===== config.mk =====
export PLATFORM = sky130hd
export DESIGN_NAME = preddr_drain_scheduler_flat
export DESIGN_NICKNAME = d
export VERILOG_FILES = /design/src/rtl/preddr_pkg.sv /design/src/rtl/preddr_drain_scheduler_if.sv /design/src/rtl/preddr_burst_buffer.sv /design/src/rtl/preddr_drain_scheduler.sv /design/src/flat_wrapper.sv
export SDC_FILE = /design/constraint.sdc
export NUM_CORES = 1
export LEC_CHECK = 0
export BUFFER_PORTS_ARGS = -buffer_cell sky130_fd_sc_hd__buf_4
export CAP_MARGIN = 10
export CORE_MARGIN = 1.5
export CORE_UTILIZATION = 60
export DETAILED_ROUTE_END_ITERATION = 8
export PLACE_DENSITY = 0.78
export SYNTH_ARGS = -nofsm -noshare
export SYNTH_HDL_FRONTEND = slang
export SYNTH_SLANG_ARGS = --single-unit

===== constraint.sdc =====
create_clock -name rd_clk -period 13.95 [get_ports rd_clk]
set_clock_uncertainty 0.2 [all_clocks]
set_input_delay 3.4875 -clock rd_clk [delete_from_list [all_inputs] [get_ports rd_clk]]
set_output_delay 3.4875 -clock rd_clk [all_outputs]
set_load 0.01 [all_outputs]

===== src/rtl/preddr_pkg.sv =====
// Shared types and constants for the pre-DDR drain scheduler.
package preddr_pkg;

  typedef logic [2:0] state_t;

  localparam state_t IDLE = 3'd0;
  localparam state_t FILL = 3'd1;
  localparam state_t CMD  = 3'd2;
  localparam state_t DATA = 3'd3;
  localparam state_t FULL = 3'd4;

  localparam int unsigned WORD_BYTES = 8;

  // Width able to hold a word count of 0..n inclusive.
  function automatic int unsigned burst_len_w(input int unsigned n);
    return $clog2(n) + 1;
  endfunction

endpackage


===== src/rtl/preddr_drain_scheduler_if.sv =====
// DDR write-port command and data channels between the scheduler and the DDR controller.
interface preddr_drain_scheduler_if #(
  parameter int unsigned ADDR_W = 30
);
  logic              ddr_wr_req;
  logic              ddr_wr_grant;
  logic [ADDR_W-1:0] ddr_wr_addr;
  logic [4:0]        ddr_wr_len;
  logic [63:0]       ddr_wdata;
  logic              ddr_wdata_valid;
  logic              ddr_wdata_ready;
  logic              ddr_wdata_last;

  modport master (
    output ddr_wr_req, ddr_wr_addr, ddr_wr_len, ddr_wdata, ddr_wdata_valid, ddr_wdata_last,
    input  ddr_wr_grant, ddr_wdata_ready
  );

  modport slave (
    input  ddr_wr_req, ddr_wr_addr, ddr_wr_len, ddr_wdata, ddr_wdata_valid, ddr_wdata_last,
    output ddr_wr_grant, ddr_wdata_ready
  );
endinterface


===== src/rtl/preddr_burst_buffer.sv =====
// Local burst staging buffer: one synchronous write port, one asynchronous read port.
module preddr_burst_buffer #(
  parameter int unsigned DEPTH = 8,
  parameter int unsigned PW    = 3
) (
  input  logic          clk,
  input  logic          we,
  input  logic [PW-1:0] wptr,
  input  logic [63:0]   din,
  input  logic [PW-1:0] rptr,
  output logic [63:0]   dout
);
  logic [63:0] mem [DEPTH];

  always_ff @(posedge clk) begin
    if (we) mem[wptr] <= din;
  end

  assign dout = mem[rptr];
endmodule


===== src/rtl/preddr_drain_scheduler.sv =====
// Drains the pre-DDR FIFO into DDR write bursts, tracking capture address and size limit.
module preddr_drain_scheduler
  import preddr_pkg::*;
#(
  parameter int unsigned BURST_LEN = 8,
  parameter int unsigned ADDR_W    = 30,
  parameter int unsigned CNT_W     = 32
) (
  input  logic              rd_clk,
  input  logic              reset,
  input  logic              enabled,
  input  logic              arm,
  input  logic [ADDR_W-1:0] cfg_base_addr,
  input  logic [CNT_W-1:0]  cfg_max_words,
  input  logic              fifo_empty,
  input  logic [63:0]       fifo_dout,
  output logic              fifo_rd,
  output logic              fifo_flush,
  input  logic              capture_done_in,
  preddr_drain_scheduler_if.master ddr,
  output logic [CNT_W-1:0]  words_written,
  output logic              mem_full,
  output logic              drain_done,
  output logic              busy
);
  localparam int unsigned CW = burst_len_w(BURST_LEN);
  localparam int unsigned PW = CW - 1;

  state_t            state;
  logic [CW-1:0]     count;
  logic [PW-1:0]     rd;
  logic              done_pending;
  logic [4:0]        len_q;
  logic [ADDR_W-1:0] addr_q;
  logic [63:0]       buf_dout;

  logic              under_limit, pop, limit_hit, dp_next, close, last_beat, burst_limit;
  logic [CW-1:0]     cnt_next;
  logic [CNT_W-1:0]  ww_burst;
  logic [ADDR_W-1:0] burst_addr;

  // Close decisions look at the count as it will be after this cycle's pop.
  always_comb begin
    under_limit = (cfg_max_words == '0) || ((words_written + CNT_W'(count)) < cfg_max_words);
    pop         = (state == FILL) && enabled && !fifo_empty &&
                  (count < CW'(BURST_LEN)) && under_limit;
    cnt_next    = count + CW'(pop);
    limit_hit   = (cfg_max_words != '0) && ((words_written + CNT_W'(cnt_next)) >= cfg_max_words);
    dp_next     = done_pending || capture_done_in;
    close       = (cnt_next != '0) &&
                  ((cnt_next == CW'(BURST_LEN)) || limit_hit || (dp_next && fifo_empty));
    last_beat   = (5'(rd) == (len_q - 5'd1));
    ww_burst    = words_written + CNT_W'(len_q);
    burst_limit = (cfg_max_words != '0) && (ww_burst >= cfg_max_words);
    burst_addr  = cfg_base_addr + ADDR_W'(words_written) * ADDR_W'(WORD_BYTES);
  end

  assign fifo_rd             = pop;
  assign fifo_flush          = (state == FULL) && enabled && !fifo_empty;
  assign busy                = (state != IDLE);
  assign ddr.ddr_wr_req      = (state == CMD);
  assign ddr.ddr_wr_addr     = addr_q;
  assign ddr.ddr_wr_len      = len_q;
  assign ddr.ddr_wdata       = buf_dout;
  assign ddr.ddr_wdata_valid = (state == DATA);
  assign ddr.ddr_wdata_last  = (state == DATA) && last_beat;

  preddr_burst_buffer #(
    .DEPTH (BURST_LEN),
    .PW    (PW)
  ) u_buf (
    .clk  (rd_clk),
    .we   (pop),
    .wptr (count[PW-1:0]),
    .din  (fifo_dout),
    .rptr (rd),
    .dout (buf_dout)
  );

  always_ff @(posedge rd_clk) begin
    if (reset) begin
      state         <= IDLE;
      count         <= '0;
      rd            <= '0;
      done_pending  <= 1'b0;
      len_q         <= '0;
      addr_q        <= '0;
      words_written <= '0;
      mem_full      <= 1'b0;
      drain_done    <= 1'b0;
    end else begin
      drain_done <= 1'b0;
      if (state != IDLE && capture_done_in) done_pending <= 1'b1;
      case (state)
        IDLE: begin
          if (arm && enabled) begin
            state         <= FILL;
            words_written <= '0;
            mem_full      <= 1'b0;
            done_pending  <= 1'b0;
            count         <= '0;
          end
        end
        FILL: begin
          if (!enabled) begin
            state        <= IDLE;
            count        <= '0;
            done_pending <= 1'b0;
          end else begin
            count <= cnt_next;
            if (close) begin
              addr_q <= burst_addr;
              len_q  <= 5'(cnt_next);
              state  <= CMD;
            end else if (dp_next && fifo_empty) begin
              drain_done   <= 1'b1;
              done_pending <= 1'b0;
              state        <= IDLE;
            end else if (limit_hit) begin
              mem_full <= 1'b1;
              state    <= FULL;
            end
          end
        end
        CMD: begin
          if (ddr.ddr_wr_grant) begin
            rd    <= '0;
            state <= DATA;
          end
        end
        DATA: begin
          if (ddr.ddr_wdata_ready) begin
            if (last_beat) begin
              words_written <= ww_burst;
              count         <= '0;
              if (burst_limit) mem_full <= 1'b1;
              // A disable seen during the burst is honoured only once it completes.
              if (!enabled) begin
                state        <= IDLE;
                done_pending <= 1'b0;
              end else if (burst_limit) begin
                state <= FULL;
              end else begin
                state <= FILL;
              end
            end else begin
              rd <= rd + PW'(1);
            end
          end
        end
        FULL: begin
          if (!enabled) begin
            state        <= IDLE;
            count        <= '0;
            done_pending <= 1'b0;
          end else if (arm) begin
            state         <= FILL;
            words_written <= '0;
            mem_full      <= 1'b0;
            done_pending  <= 1'b0;
            count         <= '0;
          end else if (dp_next && fifo_empty) begin
            drain_done   <= 1'b1;
            done_pending <= 1'b0;
            state        <= IDLE;
          end
        end
        default: state <= IDLE;
      endcase
    end
  end
endmodule

===== src/flat_wrapper.sv =====
// flat-port wrapper written by rule: the top's interface ports become plain ports
module preddr_drain_scheduler_flat import preddr_pkg::*;
#(
  parameter int unsigned BURST_LEN = 8,
  parameter int unsigned ADDR_W    = 30,
  parameter int unsigned CNT_W     = 32
)
  (rd_clk, reset, enabled, arm, cfg_base_addr, cfg_max_words, fifo_empty, fifo_dout, fifo_rd, fifo_flush, capture_done_in, words_written, mem_full, drain_done, busy, ddr_ddr_wr_req, ddr_ddr_wr_addr, ddr_ddr_wr_len, ddr_ddr_wdata, ddr_ddr_wdata_valid, ddr_ddr_wdata_last, ddr_ddr_wr_grant, ddr_ddr_wdata_ready);
  preddr_drain_scheduler_if #(.ADDR_W(ADDR_W)) ddr_i ();
  input  logic rd_clk;
  input  logic reset;
  input  logic enabled;
  input  logic arm;
  input  logic [ADDR_W-1:0] cfg_base_addr;
  input  logic [CNT_W-1:0] cfg_max_words;
  input  logic fifo_empty;
  input  logic [63:0] fifo_dout;
  output logic fifo_rd;
  output logic fifo_flush;
  input  logic capture_done_in;
  output logic [CNT_W-1:0] words_written;
  output logic mem_full;
  output logic drain_done;
  output logic busy;
  output wire logic [$bits(ddr_i.ddr_wr_req)-1:0] ddr_ddr_wr_req;
  output wire logic [$bits(ddr_i.ddr_wr_addr)-1:0] ddr_ddr_wr_addr;
  output wire logic [$bits(ddr_i.ddr_wr_len)-1:0] ddr_ddr_wr_len;
  output wire logic [$bits(ddr_i.ddr_wdata)-1:0] ddr_ddr_wdata;
  output wire logic [$bits(ddr_i.ddr_wdata_valid)-1:0] ddr_ddr_wdata_valid;
  output wire logic [$bits(ddr_i.ddr_wdata_last)-1:0] ddr_ddr_wdata_last;
  input wire logic [$bits(ddr_i.ddr_wr_grant)-1:0] ddr_ddr_wr_grant;
  input wire logic [$bits(ddr_i.ddr_wdata_ready)-1:0] ddr_ddr_wdata_ready;
  assign ddr_ddr_wr_req = ddr_i.ddr_wr_req;
  assign ddr_ddr_wr_addr = ddr_i.ddr_wr_addr;
  assign ddr_ddr_wr_len = ddr_i.ddr_wr_len;
  assign ddr_ddr_wdata = ddr_i.ddr_wdata;
  assign ddr_ddr_wdata_valid = ddr_i.ddr_wdata_valid;
  assign ddr_ddr_wdata_last = ddr_i.ddr_wdata_last;
  assign ddr_i.ddr_wr_grant = ddr_ddr_wr_grant;
  assign ddr_i.ddr_wdata_ready = ddr_ddr_wdata_ready;
  preddr_drain_scheduler #(.BURST_LEN(BURST_LEN), .ADDR_W(ADDR_W), .CNT_W(CNT_W)) u_core (.rd_clk(rd_clk), .reset(reset), .enabled(enabled), .arm(arm), .cfg_base_addr(cfg_base_addr), .cfg_max_words(cfg_max_words), .fifo_empty(fifo_empty), .fifo_dout(fifo_dout), .fifo_rd(fifo_rd), .fifo_flush(fifo_flush), .capture_done_in(capture_done_in), .ddr(ddr_i), .words_written(words_written), .mem_full(mem_full), .drain_done(drain_done), .busy(busy));
endmodule

==> results of run 1 <==
[registers in the layout, indices dropped and copies added (netlist names), named ones only]
register	cells
u_core.ddr.ddr_wr_len	4
u_core.state	3
u_core.count	4
u_core.words_written	32
u_core.mem_full	1
u_core.drain_done	1
u_core.u_buf.mem	512
u_core.ddr.ddr_wr_addr	30
u_core.rd	3
u_core.done_pending	1
[power groups by stage]
| stage | clock network (µW) | registers (µW) | logic (µW) |
|---|---|---|---|
| after floorplan | 0 | 1990 | 103 |
| after global placement | 0 | 1980 | 200 |
| after detailed placement | 0 | 1990 | 206 |
| after CTS | 1570 | 1950 | 208 |
| after global routing | 1630 | 1950 | 227 |
| final | 1540 | 1950 | 209 |
[stage by stage]
stage	cells	power (µW)
after CTS	2788	3720
after floorplan	1888	2090
final	2791	3700
after global routing	2790	3810
after global placement	2685	2190
after detailed placement	2685	2190
[final cells by class]
cell class | count | area [µm²]
Inverter | 53 | 199
Clock buffer | 67 | 1450
Sequential cell | 594 | 17000
Multi-Input combinational cell | 1148 | 10400
Antenna cell | 3 | 7.51
Clock inverter | 36 | 415
Tap cell | 600 | 751
Timing Repair Buffer | 290 | 2190
Fill cell | 3045 | 13200
[Yosys cell counts (7+ instances only)]
cell	number	area, µm²
o21a_1	16	120
buf_1	13	48.8
a211oi_1	10	75.1
inv_1	53	199
and4_1	8	70.1
a21o_1	39	293
xnor2_1	58	508
xor2_1	53	464
and2_1	7	43.8
nor2b_1	16	100
clkbuf_1	62	233
buf_2	13	65.1
mux4_2	128	2880
mux2_2	64	721
and3_1	12	75.1
dfxtp_1	82	1640
nand2b_1	14	87.6
edfxtp_1	512	15400
mux2i_1	14	140
or3_1	13	81.3
a21oi_1	96	480
o21ai_0	48	240
nand2_1	86	323
nand4_1	21	131
nand3_1	25	125
nor3_1	32	160
nor4_1	18	113
nor2_1	124	465
ha_1	138	1730
a22oi_1	20	150
[routing by layer]
metal | wire [µm] | share of wire (%) | GRT usage, % | up-vias
li1 | - | - | - | 7857
met1 | 27800 | 41 | 38.9 | 8748
met2 | 33400 | 49 | 47.3 | 639
met3 | 4470 | 6.6 | 4.96 | 137
met4 | 2340 | 3.4 | 10.5 | 2
met5 | 10 | 0.015 | 0 | -
[worst reg2reg max path, delay by kind of cell, from the launching register on]
family	cells	cell delay [ns]
simple gates	16	4.46
compound gates	13	2.92
fa+ha+maj	6	1.60
buf+inv	2	0.65
xor+xnor	3	0.59
flops	1	0.55
[worst min path at each step]
stage                                     end  cells past startpoint  slack [ns]
finish              u_core.ddr.ddr_wr_addr[3]                      2        0.26
global route        u_core.ddr.ddr_wr_addr[0]                      2        0.28
CTS                 u_core.ddr.ddr_wr_addr[0]                      2        0.26
detailed placement  u_core.ddr.ddr_wr_addr[0]                      2        0.25
global placement    u_core.ddr.ddr_wr_addr[3]                      2        0.25
floorplan                           flip-flop                      2        0.27
[cells by family (layout without fill, tap and decap cells)]
family | after synthesis | count (layout) | synth area share [%]
flops | 594 | 594 | 60.8
simple gates | 400 | 400 | 7.08
compound gates | 288 | 288 | 6.72
mux | 206 | 206 | 13.4
buf+inv | 146 | 446 | 2.10
fa+ha+maj | 142 | 142 | 6.45
xor+xnor | 111 | 111 | 3.47
other cells | 1 | 4 | 0.0134
[layout by cell type (no fill, tap or decap), types with 5 or more instances in the layout]
cell,Yosys,routed
and4_1,8,8
xor2_1,53,53
o21a_1,16,16
nor3_1,32,28
ha_1,138,138
clkbuf_16,0,56
clkinv_1,0,14
clkinv_2,0,8
a31oi_1,6,6
a21oi_1,96,96
nand3_1,25,25
a211oi_1,10,10
a22oi_1,20,20
clkbuf_1,62,10
or3_1,13,13
bufinv_16,0,8
nor2_1,124,124
a2111oi_0,5,5
and2_1,7,7
inv_1,53,53
mux4_2,128,128
and3_1,12,12
o21ai_0,48,48
mux2_2,64,64
edfxtp_1,512,512
nand2b_1,14,14
o211ai_1,6,6
xnor2_1,58,58
nand2_1,86,86
nand4_1,21,21
buf_4,2,289
nor2b_1,16,16
a21o_1,39,39
dfxtp_1,82,79
nand3b_1,5,5
mux2i_1,14,14
nor4_1,18,16
==> results.py, run 1 <==
metrics = {
    "clock_network": {
        "htreeDepth": 2,
        "cts_tree": "yes",
        "clk_pin_slew_ns": 0.06,
        "ctsHoldBuffers": 0,
        "cts_resized": 0,
        "postCtsSetupBuffers": 0,
        "cts.sinks": 594,
        "cts-root-buf": "clkbuf_16",
        "cts_made_buffers": 56,
        "clk_path_buf_depth": 3,
        "clk_latency_ns": 0.62,
    },
    "setup_path": {
        "crit_fanout": 39,
        "reg2reg_slack_ns": 2.79,
        "path_class": "reg -> reg",
        "path_buf_inv": 2,
        "crit_start": "u_core.count[0]",
        "slowest_delay_ns": 0.90,
        "worstSetupPathDepth": 40,
        "crit_end": "u_core.ddr.ddr_wr_addr[29]",
        "r2r.worst_path.cells": 40,
        "r2r_end": "u_core.ddr.ddr_wr_addr[29]",
        "critical_path_arrival_ns": 11.40,
        "r2r-start": "u_core.count[0]",
        "critPathLaunchType": "flip-flop",
        "crit_top_cell": "ha_1",
        "crit_family": "simple AND/OR/NAND/NOR gates",
        "worstPathRequired_ns": 14.19,
        "cp-end-kind": "flip-flop",
        "worst_path_max_delay_cell": "a21oi_1",
    },
    "drt": {
        "first_pass_iters": 5,
        "drt-initial-drc-count": 1644,
        "dr_total_vias": 17400,
        "ant_nets": 0,
        "vias_per_cell": 6.23,
        "wire_per_inst_um": 24.4,
        "drc": 0,
        "routed_wl_um": 68000,
    },
    "logic_synthesis": {
        "synth_seq_cells": 594,
        "synth_cell_type_count": 78,
        "ys.flop_type": "edfxtp_1",
        "synth_edf_count": 512,
        "synth_area_um2": 28000,
        "syn_nets": 2164,
        "ys_seq_area_share_pct": 60.8,
        "async_flop_share_pct": 0,
        "yosys_warnings": 0,
        "netlist_instances": 1888,
        "syn_avg_cell_area_um2": 14.8,
    },
    "timing": {
        "setup_viol_count_final": 0,
        "finalCritPeriodShare_pct": 80.0,
        "slew_viol_final": 0,
        "fin_crit_ns": 11.16,
        "rsz0062_at_grt": "no",
        "fin_setup_tns_ns": 0,
        "max_clock_freq_mhz": 89.6,
        "slew_headroom_pct": 22.2,
        "worst_slack_ns": 2.79,
        "worst_slew_pin_slew_ns": 1.17,
        "whs_ns": 0.259,
        "hold_violations": 0,
    },
    "min_path": {
        "min-delay-start": "u_core.ddr.ddr_wr_addr[3]",
        "hp-class": "reg -> reg",
    },
    "global_routing": {
        "grt-ovfl-total": 0,
        "gr-usage-all-layers_pct": 28.8,
        "antenna_found_initial": 3,
        "grt_start_max_net_pins": 101,
        "grt_pass1_wl_um": 104000,
        "first_global_vias": 17800,
    },
    "power_and_ir_drop": {
        "sw_frac_of_total_pct": 21.1,
        "netSwitchingPower_uw": 781,
        "cellPowerDensity_nw_per_um2": 114,
        "power_frac_seq_pct": 52.6,
        "pwr-share-comb_pct": 5.6,
        "ir_worst_vdd_uv": 107,
        "p_clk_share_pct": 41.7,
        "internal-power_uw": 2920,
        "leakagePower_uw": 0.0119,
    },
    "floorplan": {
        "io_pins": 273,
        "start_util_pct": 61.3,
        "dieArea_um2": 48000,
        "chipHeight_um": 219,
        "rows": 78,
        "core_region_area_um2": 45700,
        "die-width_um": 219,
    },
    "flow_run": {
        "cap_violations": 0,
    },
    "placement": {
        "placed_cell_area_um2": 30600,
        "gp_congestion": 0.923,
        "io_buffer_count": 271,
        "dp_hpwl_um": 43300,
        "post-place-ws_ns": 2.27,
    },
    "run_status": {
        "status": "complete, no violations",
    },
    "layout": {
        "final_util_pct": 71.1,
        "nets": 2419,
        "design_area_um2": 32500,
        "drive_gt1_share_pct": 27.0,
        "syn_to_final_growth_pct": 16.1,
    },
}
No activity file was read; power rests on OpenSTA's default activity.
==> inputs of run 2 (changes only) <==
- ABC_AREA: not set -> 1
- clock period: 13.95 -> 11.6 ns (I/O delays scaled with it)
==> run 2 against run 1 <==
Against the previous run: global-route usage increased by 3.1 points; first-iteration DRC count increased by 21%; clock-buffer cell count increased by 3; largest power group unchanged; non-clock buffer count unchanged; combinational power increased by 9%; maximum frequency increased by 8.8%; synthesized cell count increased by 50%; register-to-register slack got worse by 1.4 ns; critical path depth increased by 9; cell count increased by 33%.
==> results.py, run 2 <==
metrics = {
    "run_status": {
        "status": "complete, no violations",
    },
    "clock_network": {
        "ctsHoldBuffers": 0,
        "cts_resized": 0,
        "clk_pin_slew_ns": 0.06,
        "htreeDepth": 2,
        "clk_latency_ns": 0.65,
        "cts_tree": "yes",
        "postCtsSetupBuffers": 0,
        "cts.sinks": 594,
        "cts_made_buffers": 59,
        "cts-root-buf": "clkbuf_16",
        "clk_path_buf_depth": 3,
    },
    "power_and_ir_drop": {
        "cellPowerDensity_nw_per_um2": 134,
        "power_uw": 4450,
        "leakagePower_uw": 0.0128,
        "ir_worst_vdd_uv": 158,
    },
    "drt": {
        "wire_per_inst_um": 21.4,
        "met2_length_um": 37800,
        "routed_wl_um": 79500,
        "dr_total_vias": 22100,
        "ant_nets": 0,
        "met3_length_um": 6820,
        "wl_met1_um": 32800,
        "top_layer_used": "met5",
        "drt-initial-drc-count": 1982,
        "drc": 0,
        "first_pass_iters": 6,
        "vias_per_cell": 5.96,
    },
    "timing": {
        "worst_slack_ns": 1.35,
        "slew_viol_final": 0,
        "max_clock_freq_mhz": 97.5,
        "hold_violations": 0,
        "fin_setup_tns_ns": 0,
        "setup_viol_count_final": 0,
        "rsz0062_at_grt": "no",
        "worst_slew_pin_slew_ns": 1.18,
        "finalCritPeriodShare_pct": 88.4,
        "slew_headroom_pct": 21.2,
        "fin_crit_ns": 10.25,
    },
    "floorplan": {
        "chipHeight_um": 222,
        "core_region_area_um2": 47500,
        "start_util_pct": 60.5,
        "rows": 80,
        "io_pins": 273,
        "dieArea_um2": 49200,
        "die-width_um": 222,
    },
    "setup_path": {
        "crit_fanout": 27,
        "critPathLaunchType": "flip-flop",
        "worst_path_max_delay_cell": "nand2_1",
        "slowest_delay_ns": 0.59,
        "crit_end": "u_core.ddr.ddr_wr_addr[29]",
        "crit_start": "u_core.words_written[0]",
        "critical_path_arrival_ns": 10.58,
        "path_class": "reg -> reg",
        "r2r_end": "u_core.ddr.ddr_wr_addr[29]",
        "worstPathRequired_ns": 11.92,
        "r2r.worst_path.cells": 49,
        "r2r-start": "u_core.words_written[0]",
        "reg2reg_slack_ns": 1.35,
        "crit_top_cell": "nand2_1",
        "cp-end-kind": "flip-flop",
    },
    "logic_synthesis": {
        "synth_mux_area_share_pct": 0,
        "yosysMostFrequentCell": "nor2_1",
        "async_flop_share_pct": 0,
        "synth_compound_gate_area_share_pct": 11.9,
        "syn_avg_cell_area_um2": 10.2,
        "synth_seq_cells": 594,
        "netlist_instances": 2824,
        "yosys_warnings": 0,
        "synth-simple-area-share_pct": 14.7,
        "yosys-top-cells-count": "nor2_1 (563), edfxtp_1 (512), nand2_1 (330)",
        "yosys.area_share.xor_xnor_pct": 3.62,
        "synth_cell_type_count": 55,
        "synth_adder_area_share_pct": 6.28,
        "ys.flop_type": "edfxtp_1",
        "synth_area_um2": 28800,
        "synth_top_family_by_area": "simple AND/OR/NAND/NOR gates",
        "yosysTopAreaCell": "edfxtp_1",
        "ys_seq_area_share_pct": 59.2,
        "syn_nets": 3100,
        "synth_edf_count": 512,
        "synth_top_area_share_pct": 53.5,
        "synth_area_leaders": "edfxtp_1 (53%), nor2_1 (7.3%), ha_1 (6.0%)",
    },
    "global_routing": {
        "antenna_found_initial": 4,
        "gr-usage-all-layers_pct": 31.9,
        "grt-ovfl-total": 0,
        "first_global_vias": 21300,
        "grt_pass1_wl_um": 121000,
        "grt_start_max_net_pins": 137,
    },
    "layout": {
        "final_util_pct": 69.7,
        "top_register": "u_core.u_buf.mem",
        "mostFrequentLayoutCells": "nor2_1 (555), edfxtp_1 (512), nand2_1 (330)",
        "largest_reg_flops": 512,
        "mostFrequentLayoutCell": "nor2_1",
        "drive_gt1_share_pct": 14.3,
        "syn_to_final_growth_pct": 15.3,
        "design_area_um2": 33200,
        "nets": 3321,
    },
    "placement": {
        "gp_congestion": 0.978,
        "dp_hpwl_um": 51500,
        "post-place-ws_ns": 1.03,
        "io_buffer_count": 271,
        "placed_cell_area_um2": 31200,
    },
    "flow_run": {
        "cap_violations": 0,
    },
    "min_path": {
        "hp-class": "reg -> reg",
        "min-delay-start": "u_core.mem_full",
    },
}
[run 2: cell types whose count changed after synthesis, sizes merged, moves of 43 or more]
cell   delta
a21oi    +69
a31oi    +59
nor2    +451
mux2     -64
xor2     +43
mux4    -128
nand2   +249
inv     +125
o22ai    +60
o21ai   +251
[run 2: power by group]
group	total, µW	internal (µW)	switching (µW)
clock	1890	1060	833
sequential	2330	2330	4.77
combinational	228	82.3	146
[run 2: through the flow]
step / instances / hold slack [ns]
floorplan: 2824 / 0.272
global placement: 3599 / 0.248
detailed placement: 3599 / 0.255
CTS: 3711 / 0.264
global route: 3712 / 0.284
finish: 3713 / 0.264
[run 2: layout make-up]
| class | count | area [µm²] |
|---|---|---|
| antenna | 2 | 5.00 |
| clock buffer | 70 | 1560 |
| clock inverter | 42 | 390 |
| fill | 3473 | 14400 |
| inverter | 179 | 681 |
| multi-input combinational | 1921 | 10500 |
| sequential | 594 | 17000 |
| tap | 615 | 769 |
| timing repair buffer | 290 | 2180 |
[run 2: cell families (layout without fill, tap and decap cells)]
logic type                 after synthesis  count (layout)
and+or+nand+nor                       1034            1034
AOI/OAI and AO/OA                      626             626
DFF                                    594             594
buffers and inverters                  309             581
adders and majority gates              142             142
xor gates and xnor gates               118             118
other                                    1               3
[run 2: critical path, delay by kind of cell (launching register included)]
| kind | cells | cell delay [ns] |
|---|---|---|
| compound gates | 7 | 1.80 |
| xor+xnor | 3 | 0.47 |
| fa+ha+maj | 7 | 1.85 |
| buf+inv | 7 | 1.19 |
| flops | 1 | 0.58 |
| simple gates | 25 | 4.01 |
[run 2: how the worst min path moves through the flow]
| stage | end | slack (ns) | cells after the start |
|---|---|---|---|
| final | u_core.mem_full | 0.26 | 2 |
| after CTS | u_core.mem_full | 0.26 | 2 |
| after global routing | u_core.mem_full | 0.28 | 2 |
| after floorplan | u_core.mem_full | 0.27 | 2 |
| after detailed placement | u_core.mem_full | 0.26 | 2 |
| after global placement | u_core.mem_full | 0.25 | 2 |
[run 2: routing by layer]
layer / vias up / GRT usage, %
li1: 10300 / -
met1: 10600 / 43.9
met2: 1034 / 52.0
met3: 139 / 5.50
met4: 4 / 10.5
met5: - / 0
==> inputs of run 3 (changes only) <==
- MAX_ROUTING_LAYER: not set -> met4
==> run 3 against run 2 <==
Against the previous run: routed wire length up 0.92%; clock power about the same; power down 0.76%; worst setup slack worse by 0.074 ns; global-route usage up 1.3 points; clock-buffer cell count down 1; maximum frequency down 0.72%; worst hold slack worse by 0.0047 ns; cell count down 0.16%; die area unchanged; core utilization down 0.17 points; cell area down 0.25%.
==> results.py, run 3 (synthesized netlist as in run 2, its figures left out) <==
metrics = {
    "run_status": {
        "status": "complete, no violations",
    },
    "layout": {
        "n_fill_cell": 3441,
        "top_register": "u_core.u_buf.mem",
        "nets": 3318,
        "mostFrequentLayoutCell": "nor2_1",
        "stdcell_count": 3707,
        "drive_gt1_share_pct": 13.9,
        "syn_to_final_growth_pct": 15.0,
        "largest_reg_flops": 512,
        "mostFrequentLayoutCells": "nor2_1 (555), edfxtp_1 (512), nand2_1 (330)",
    },
    "timing": {
        "slew_headroom_pct": 16.7,
        "max_clock_freq_mhz": 96.8,
        "setup_viol_count_final": 0,
        "fin_crit_ns": 10.33,
        "hold_violations": 0,
        "worst_slew_pin_slew_ns": 1.25,
        "rsz0062_at_grt": "no",
        "slew_viol_final": 0,
        "finalCritPeriodShare_pct": 89.0,
        "fin_setup_tns_ns": 0,
        "worst_slack_ns": 1.27,
    },
    "floorplan": {
        "io_pins": 273,
        "die-width_um": 222,
        "rows": 80,
        "core_region_area_um2": 47500,
        "start_util_pct": 60.5,
        "chipHeight_um": 222,
        "dieArea_um2": 49200,
    },
    "clock_network": {
        "postCtsSetupBuffers": 0,
        "htreeDepth": 2,
        "cts_tree": "yes",
        "ctsHoldBuffers": 0,
        "cts.sinks": 594,
        "clk_latency_ns": 0.63,
        "cts_made_buffers": 57,
        "cts-root-buf": "clkbuf_16",
        "clk_path_buf_depth": 3,
        "cts_resized": 0,
        "clk_pin_slew_ns": 0.07,
    },
    "power_and_ir_drop": {
        "p_clk_share_pct": 42.0,
        "internal-power_uw": 3450,
        "power_uw": 4420,
        "netSwitchingPower_uw": 966,
        "pwr-share-comb_pct": 5.2,
        "cellPowerDensity_nw_per_um2": 134,
        "ir_worst_vdd_uv": 191,
        "sw_frac_of_total_pct": 21.9,
        "leakagePower_uw": 0.0127,
        "power_frac_seq_pct": 52.8,
    },
    "setup_path": {
        "worstPathRequired_ns": 11.91,
        "reg2reg_slack_ns": 1.27,
        "slowest_delay_ns": 0.69,
        "critPathLaunchType": "flip-flop",
        "r2r_end": "u_core.ddr.ddr_wr_addr[20]",
        "path_class": "reg -> reg",
        "r2r-start": "u_core.words_written[1]",
        "critical_path_arrival_ns": 10.64,
        "worst_path_max_delay_cell": "dfxtp_1",
        "crit_top_cell": "nand2_1",
        "cp-end-kind": "flip-flop",
        "r2r.worst_path.cells": 49,
        "crit_fanout": 27,
    },
    "placement": {
        "post-place-ws_ns": 1.02,
        "io_buffer_count": 271,
        "dpl.cell_count": 3598,
        "gp_congestion": 1.00,
        "dp_hpwl_um": 51600,
    },
    "drt": {
        "dr_total_vias": 22200,
        "drt-initial-drc-count": 2379,
        "ant_nets": 0,
        "vias_per_cell": 5.99,
        "first_pass_iters": 6,
        "drc": 0,
        "wire_per_inst_um": 21.6,
        "routed_wl_um": 80200,
    },
    "global_routing": {
        "first_global_vias": 21400,
        "use_met1_pct": 44.8,
        "grt-ovfl-total": 0,
        "top_usage_layer": "met2",
        "grt_pass1_wl_um": 122000,
        "use_met3_pct": 5.53,
        "grt_start_max_net_pins": 236,
        "antenna_found_initial": 3,
        "met2_usage_pct": 52.1,
        "gr-usage-all-layers_pct": 33.2,
    },
    "min_path": {
        "hp-class": "reg -> reg",
        "min-delay-start": "u_core.mem_full",
        "whs_endpoint": "u_core.mem_full",
        "hold_depth": 2,
    },
    "flow_run": {
        "cap_violations": 0,
    },
}
## run 3: stage by stage
| step | instance area, µm² | util (%) | hold WS (ns) |
|---|---|---|---|
| 4_1_cts | 33100 | 69.5 | 0.262 |
| 5_1_grt | 33100 | 69.6 | 0.288 |
| 3_3_place_gp | 31200 | 65.6 | 0.248 |
| 3_5_place_dp | 31200 | 65.6 | 0.252 |
| 6_report | 33100 | 69.6 | 0.259 |
| 2_1_floorplan | 28800 | - | 0.272 |
## run 3: cell type report
class / count / area (µm²) / area share (%)
multi-input combinational: 1921 / 10500 / 31.9
sequential: 594 / 17000 / 51.5
timing repair buffer: 289 / 2180 / 6.60
inverter: 179 / 681 / 2.06
antenna: 3 / 7.51 / 0.0227
clock buffer: 69 / 1470 / 4.45
tap: 615 / 769 / 2.33
clock inverter: 37 / 388 / 1.17
## run 3: metal layers
layer	part of all wire (%)	vias to the layer above	wire length (µm)
li1	-	10300	-
met1	42	10700	33400
met2	48	1030	38200
met3	8.2	166	6610
met4	2.5	0	2000
met5	0	-	0
## run 3: worst max-delay path: cells and delay by family (launching register included)
kind	cells	cell delay, ns
xor gates and xnor gates	3	0.53
buffers and inverters	8	1.40
adders and majority gates	6	1.59
AOI/OAI and AO/OA	9	2.33
DFF	1	0.69
and+or+nand+nor	23	3.45
## run 3: worst max path at each step
stage	startpoint	endpoint	slack, ns	depth (start not counted)
after floorplan	cfg_max_words[1]	u_core.ddr.ddr_wr_addr[22]	3.54	42
after global placement	cfg_max_words[31]	u_core.ddr.ddr_wr_addr[29]	1.24	41
after detailed placement	cfg_max_words[11]	u_core.ddr.ddr_wr_addr[20]	1.02	41
after CTS	u_core.words_written[1]	u_core.ddr.ddr_wr_addr[20]	1.38	50
after global routing	u_core.words_written[1]	u_core.ddr.ddr_wr_addr[20]	0.46	50
final	u_core.words_written[1]	u_core.ddr.ddr_wr_addr[20]	1.27	49
## run 3: power groups by stage
stage | registers (µW) | clock network (µW) | logic [µW]
floorplan | 2380 | 0 | 111
detailed placement | 2380 | 0 | 225
CTS | 2330 | 1870 | 227
finish | 2330 | 1860 | 229
global placement | 2380 | 0 | 219
global route | 2330 | 1950 | 249
